**src/rtl/uart_rx_if.sv**
```systemverilog
// Receiver-side signal bundle for uart_rx: baud tick, enable, serial line and frame results.
// ParityErr is present only when UART_RX_PARITY_EN is defined.
`timescale 1ns/1ps
interface uart_rx_if #(
  parameter int unsigned NBITS = 8
);
  logic             tick;
  logic             RxEn;
  logic             Rx;
  logic [NBITS-1:0] RxData;
  logic             RxDone;
  logic             FrameErr;
  logic             Busy;
`ifdef UART_RX_PARITY_EN
  logic             ParityErr;
`endif

  modport master (
    output tick, RxEn, Rx,
`ifdef UART_RX_PARITY_EN
    input  ParityErr,
`endif
    input  RxData, RxDone, FrameErr, Busy
  );

  modport slave (
    input  tick, RxEn, Rx,
`ifdef UART_RX_PARITY_EN
    output ParityErr,
`endif
    output RxData, RxDone, FrameErr, Busy
  );
endinterface

```
**src/rtl/uart_rx.sv**
```systemverilog
// 16x-oversampled UART receiver: start, NBITS data LSB first, stop; one-clock RxDone/FrameErr pulses.
// Optional even-parity bit checking enabled by defining UART_RX_PARITY_EN.
`timescale 1ns/1ps
module uart_rx #(
  parameter int unsigned NBITS      = 8,
  parameter int unsigned OVERSAMPLE = 16
) (
  input  logic     Clk,
  input  logic     Rst_n,
  uart_rx_if.slave rx_if
);
  localparam int unsigned TW = $clog2(OVERSAMPLE);
  localparam int unsigned BW = $clog2(NBITS + 1);
  localparam logic [TW-1:0] T_HALF = TW'(OVERSAMPLE / 2 - 1);
  localparam logic [TW-1:0] T_FULL = TW'(OVERSAMPLE - 1);
  localparam logic [BW-1:0] B_LAST = BW'(NBITS - 1);

  typedef enum logic [2:0] {
    S_IDLE,
    S_START,
    S_DATA,
`ifdef UART_RX_PARITY_EN
    S_PARITY,
`endif
    S_STOP,
    S_BREAK
  } state_e;

  state_e           state_q, state_d;
  logic [TW-1:0]    tcnt_q, tcnt_d;
  logic [BW-1:0]    bcnt_q, bcnt_d;
  logic [NBITS-1:0] shift_q, shift_d;
  logic [NBITS-1:0] data_q, data_d;
  logic             done_q, done_d;
  logic             ferr_q, ferr_d;
  logic [1:0]       sync_q;
  logic             rx_s;
`ifdef UART_RX_PARITY_EN
  logic             par_q, par_d;
  logic             perr_q, perr_d;
`endif

  assign rx_s = sync_q[1];

  always_ff @(posedge Clk or negedge Rst_n) begin
    if (!Rst_n) begin
      state_q <= S_IDLE;
      tcnt_q  <= '0;
      bcnt_q  <= '0;
      shift_q <= '0;
      data_q  <= '0;
      done_q  <= 1'b0;
      ferr_q  <= 1'b0;
      sync_q  <= '1;
`ifdef UART_RX_PARITY_EN
      par_q   <= 1'b0;
      perr_q  <= 1'b0;
`endif
    end else begin
      state_q <= state_d;
      tcnt_q  <= tcnt_d;
      bcnt_q  <= bcnt_d;
      shift_q <= shift_d;
      data_q  <= data_d;
      done_q  <= done_d;
      ferr_q  <= ferr_d;
      sync_q  <= {sync_q[0], rx_if.Rx};
`ifdef UART_RX_PARITY_EN
      par_q   <= par_d;
      perr_q  <= perr_d;
`endif
    end
  end

  always_comb begin
    state_d = state_q;
    tcnt_d  = tcnt_q;
    bcnt_d  = bcnt_q;
    shift_d = shift_q;
    data_d  = data_q;
    done_d  = 1'b0;
    ferr_d  = 1'b0;
`ifdef UART_RX_PARITY_EN
    par_d   = par_q;
    perr_d  = 1'b0;
`endif
    if (!rx_if.RxEn) begin
      state_d = S_IDLE;
      tcnt_d  = '0;
      bcnt_d  = '0;
    end else if (rx_if.tick) begin
      case (state_q)
        S_IDLE: begin
          if (!rx_s) begin
            state_d = S_START;
            tcnt_d  = '0;
          end
        end
        S_START: begin
          if (tcnt_q == T_HALF) begin
            tcnt_d  = '0;
            bcnt_d  = '0;
            state_d = rx_s ? S_IDLE : S_DATA;
          end else begin
            tcnt_d = tcnt_q + TW'(1);
          end
        end
        S_DATA: begin
          if (tcnt_q == T_FULL) begin
            shift_d = {rx_s, shift_q[NBITS-1:1]};
            tcnt_d  = '0;
            bcnt_d  = bcnt_q + BW'(1);
            if (bcnt_q == B_LAST) begin
`ifdef UART_RX_PARITY_EN
              state_d = S_PARITY;
`else
              state_d = S_STOP;
`endif
            end
          end else begin
            tcnt_d = tcnt_q + TW'(1);
          end
        end
`ifdef UART_RX_PARITY_EN
        S_PARITY: begin
          if (tcnt_q == T_FULL) begin
            par_d   = rx_s;
            tcnt_d  = '0;
            state_d = S_STOP;
          end else begin
            tcnt_d = tcnt_q + TW'(1);
          end
        end
`endif
        S_STOP: begin
          if (tcnt_q == T_FULL) begin
            data_d  = shift_q;
            done_d  = 1'b1;
            tcnt_d  = '0;
`ifdef UART_RX_PARITY_EN
            perr_d  = ^{shift_q, par_q};
`endif
            // A low stop bit parks in BREAK so a held-low line cannot start a new frame.
            if (rx_s) begin
              state_d = S_IDLE;
            end else begin
              ferr_d  = 1'b1;
              state_d = S_BREAK;
            end
          end else begin
            tcnt_d = tcnt_q + TW'(1);
          end
        end
        S_BREAK: begin
          if (rx_s) state_d = S_IDLE;
        end
        default: state_d = S_IDLE;
      endcase
    end
  end

  always_comb begin
    rx_if.RxData    = data_q;
    rx_if.RxDone    = done_q;
    rx_if.FrameErr  = ferr_q;
`ifdef UART_RX_PARITY_EN
    rx_if.ParityErr = perr_q;
    rx_if.Busy      = (state_q == S_START) || (state_q == S_DATA) ||
                      (state_q == S_PARITY) || (state_q == S_STOP);
`else
    rx_if.Busy      = (state_q == S_START) || (state_q == S_DATA) ||
                      (state_q == S_STOP);
`endif
  end
endmodule
```
**src/flat_wrapper.sv**
```systemverilog
// flat-port wrapper written by rule: the top's interface ports become plain ports
module uart_rx_flat 
#(
  parameter int unsigned NBITS      = 8,
  parameter int unsigned OVERSAMPLE = 16
)
  (Clk, Rst_n, rx_if_tick, rx_if_RxEn, rx_if_Rx, rx_if_RxData, rx_if_RxDone, rx_if_FrameErr, rx_if_Busy);
  uart_rx_if #(.NBITS(NBITS)) rx_if_i ();
  input  logic Clk;
  input  logic Rst_n;
  input wire logic [$bits(rx_if_i.tick)-1:0] rx_if_tick;
  input wire logic [$bits(rx_if_i.RxEn)-1:0] rx_if_RxEn;
  input wire logic [$bits(rx_if_i.Rx)-1:0] rx_if_Rx;
  output wire logic [$bits(rx_if_i.RxData)-1:0] rx_if_RxData;
  output wire logic [$bits(rx_if_i.RxDone)-1:0] rx_if_RxDone;
  output wire logic [$bits(rx_if_i.FrameErr)-1:0] rx_if_FrameErr;
  output wire logic [$bits(rx_if_i.Busy)-1:0] rx_if_Busy;
  assign rx_if_i.tick = rx_if_tick;
  assign rx_if_i.RxEn = rx_if_RxEn;
  assign rx_if_i.Rx = rx_if_Rx;
  assign rx_if_RxData = rx_if_i.RxData;
  assign rx_if_RxDone = rx_if_i.RxDone;
  assign rx_if_FrameErr = rx_if_i.FrameErr;
  assign rx_if_Busy = rx_if_i.Busy;
  uart_rx #(.NBITS(NBITS), .OVERSAMPLE(OVERSAMPLE)) u_core (.Clk(Clk), .Rst_n(Rst_n), .rx_if(rx_if_i));
endmodule
```
**config.mk**
```make
export PLATFORM = sky130hd
export DESIGN_NAME = uart_rx_flat
export DESIGN_NICKNAME = d
export VERILOG_FILES = /design/src/rtl/uart_rx_if.sv /design/src/rtl/uart_rx.sv /design/src/flat_wrapper.sv
export SDC_FILE = /design/constraint.sdc
export NUM_CORES = 1
export LEC_CHECK = 0
export CAP_MARGIN = 20
export CORE_MARGIN = 1.5
export CORE_UTILIZATION = 40
export CTS_CLUSTER_DIAMETER = 150
export DETAILED_ROUTE_END_ITERATION = 8
export PLACE_DENSITY = 0.71
export SLEW_MARGIN = 10
export SYNTH_ARGS = -nofsm -noshare
export SYNTH_HDL_FRONTEND = slang
export SYNTH_SLANG_ARGS = --single-unit
```
**constraint.sdc**
```tcl
create_clock -name Clk -period 1.8 [get_ports Clk]
set_clock_uncertainty 0.1 [all_clocks]
set_input_delay 0.27 -clock Clk [delete_from_list [all_inputs] [get_ports Clk]]
set_output_delay 0.27 -clock Clk [all_outputs]
set_load 0.01 [all_outputs]
```
==> flow_metrics.tcl <==
set metrics [dict create \
    status "completed" \
    yosys-top-cells-count "29 x dfrtp_1, 17 x mux2_2, 7 x nand3_1, 6 x o21ai_0, 5 x nor2_1" \
    yosysMostFrequentCell "dfrtp_1" \
    cts_tree "done" \
    yosysWarnings 0 \
    crit_family "compound AO/OA/AOI/OAI gates" \
    path_class "reg -> reg" \
    drive_gt1_share_pct 36.5 \
    avgSynthCellArea_um2 12.2 \
    die_area_mm2 0.00396 \
    synth.distinct_cells 41 \
    first_pass_iters 4 \
    core_area_mm2 0.00339 \
    cts_sinks 31 \
    placementRows 21 \
    grt_usage_pct 16.2 \
    drt_iter0_drc 28 \
    synth_flop_cell "dfrtp_1" \
    reg2regPathDepth 4 \
    path_buf_inv 0 \
    worstMarginPinSlew_ps 389 \
    cpMaxStageDelayCell "dfrtp_1" \
    grt_overflow 0 \
    hold_viol 0 \
    hp-class "in -> async" \
    arrival_ps 1880 \
    num_antenna_cells 0 \
    wire_per_inst_um 14.4 \
    rsz0062_at_grt "true" \
    synth-edff-count 0 \
    relSlewSlack_pct 74.1 \
    synth_fp_nets 125 \
    cp.required_ps 1920 \
    synth-xor-area-share_pct 0.610 \
    placed_area_mm2 0.00175 \
    synth.area.top_cells "dfrtp_1 51%, mux2_2 13%, dfstp_2 3.7%" \
    grt_pass1_vias 1091 \
    via_per_inst 5.29 \
    whs_ps 210 \
    numPortBuffers 15 \
    vias 1085 \
    grt_pass1_wl_um 4980 \
    p_per_area_mw_per_mm2 683 \
    worstReg2RegEnd "u_core.bcnt_q[3]" \
    design_area_mm2 0.00192 \
    tns_ps 0 \
    synth_seq_area_share_pct 54.2 \
    syn_area_mm2 0.00144 \
    drt-total-wl_um 2950 \
    ant_nets 0 \
    stdcell_count 205 \
    cts-buffers-inserted 5 \
    clock_latency_ps 330 \
    min_period_ps 1760 \
    ir_drop_mv 0.451 \
    gp_congestion 0.803 \
    slowest_delay_ps 430 \
    end_kind "flop" \
    ff2ff_setup_slack_ps 40 \
    drc 0 \
    synthSimpleGateAreaFrac_pct 16.8 \
    ys_ff_latch 31 \
    clk_path_buf_depth 2 \
    crit_path_start_kind "flop" \
    cap_violations 0 \
    path_max_fanout 4 \
    fillers 301 \
    die_h_um 62.9 \
    dp_hpwl_um 2040 \
    rr_startpoint "u_core.tcnt_q[3]" \
    crit_chain "or3b_1 > a211o_1 > and2_4 > a211o_1" \
    nNetsFinal 165 \
    synth_top_family_by_area "simple AND/OR/NAND/NOR gates" \
    antenna_found_initial 0 \
    synth_fa_ha_area_share_pct 1.74 \
    finalCritPeriodShare_pct 98.0 \
    max_freq_mhz 567 \
    die_w_um 62.9 \
    clk_pin_slew_ps 90 \
    area_delta_synth_final_pct 33.8 \
    synth_top_cell_area_share_pct 50.5 \
    grt_max_degree 32 \
    ios 16 \
    cts-root-buf "clkbuf_4" \
    placed_cells 192 \
    syn_inst 118 \
    htree_levels 2 \
    drv_slew 0 \
    finalSetupViolations 0 \
    synth_compound_area_share_pct 10.3 \
    async_flop_share_pct 100 \
    path_common_cell "a211o_1" \
    start_util_pct 42.4 \
    leakage_uw 0.000867 \
    synth.largest_area_cell "dfrtp_1" \
    synth_mux_area_share_pct 14.0 \
]
placed cells by master, fill, tap and decap left out, types with 2 or more instances in the layout:
cell type and n:
a211o_1 2, and3_1 2, buf_4 20, buf_6 2
clkbuf_4 5, clkbuf_8 2, clkdlybuf4s50_1 14, dfrtp_1 28
dfstp_2 2, inv_1 2, mux2_2 14, mux2_4 3
nand2_1 3, nand2b_1 3, nand3_1 6, nand3b_1 3
nor2_1 4, nor2b_1 3, nor3b_1 2, o21ai_0 6
o31ai_1 3
worst max path at each step:
stage / start / to / cells past startpoint
after floorplan: u_core.tcnt_q[0] / u_core.shift_q[0] / 5
after global placement: rx_if_RxEn / u_core.shift_q[0] / 5
after detailed placement: rx_if_RxEn / u_core.shift_q[6] / 5
after CTS: u_core.state_q[1] / rx_if_Busy / 4
after global routing: u_core.tcnt_q[3] / u_core.bcnt_q[3] / 4
final: u_core.tcnt_q[3] / u_core.bcnt_q[3] / 4
metrics by stage:
| step | setup slack (ps) | power [uW] | util, % |
|---|---|---|---|
| finish | 36.3 | 1310 | 56.7 |
| global route | -15.9 | 1380 | 56.7 |
| CTS | 5.73 | 1320 | 54.6 |
| detailed placement | -179 | 846 | 51.7 |
| global placement | -124 | 841 | 51.7 |
| floorplan | 3.61 | 779 | - |
state kept, by name, summed over array words and instances (netlist names):
register,count
u_core.bcnt_q,4
u_core.shift_q,8
u_core.sync_q,2
u_core.rx_if.FrameErr,1
u_core.rx_if.RxDone,1
u_core.tcnt_q,4
u_core.rx_if.RxData,8
u_core.state_q,3
cell families after synthesis:
kind of cell    count (synthesis)
compound gates                 21
buf+inv                         6
xor+xnor                        1
simple gates                   39
mux                            18
fa+ha+maj                       2
flops                          31
where the power goes:
part	switching, uW	internal [uW]	total [uW]
Sequential	9.96	707	717
Clock	244	228	472
Combinational	66.7	58.0	125
Total	320	993	1310
repair_timing:
action                                  4_1_cts  5_1_grt
hold buffers                                  0        0
endpoints found under the setup margin       11       14
gates resized for setup                       5       11
buffers inserted                              1        3
cloned                                        1        0
layout make-up:
type                            instances  area [um2]  share of cell area [%]
Clock inverter                          1        7.51                   0.391
Inverter                                2        7.51                   0.391
Timing Repair Buffer                   37         322                    16.7
Clock buffer                            7        65.1                    3.39
Tap cell                               46        57.6                    2.99
Sequential cell                        31         779                    40.6
Multi-Input combinational cell         81         683                    35.5
layer usage:
layer / wire, um / up-vias / share of wire [%] / global-route usage (%)
met5: 0 / - / 0 / 0
met1: 1360 / 533 / 46 / 20.2
met3: 153 / 4 / 5.2 / 5.95
li1: - / 516 / - / -
met2: 1410 / 32 / 48 / 25.8
met4: 28 / 0 / 0.95 / 5.83
Power figures use the tool's default switching activity.
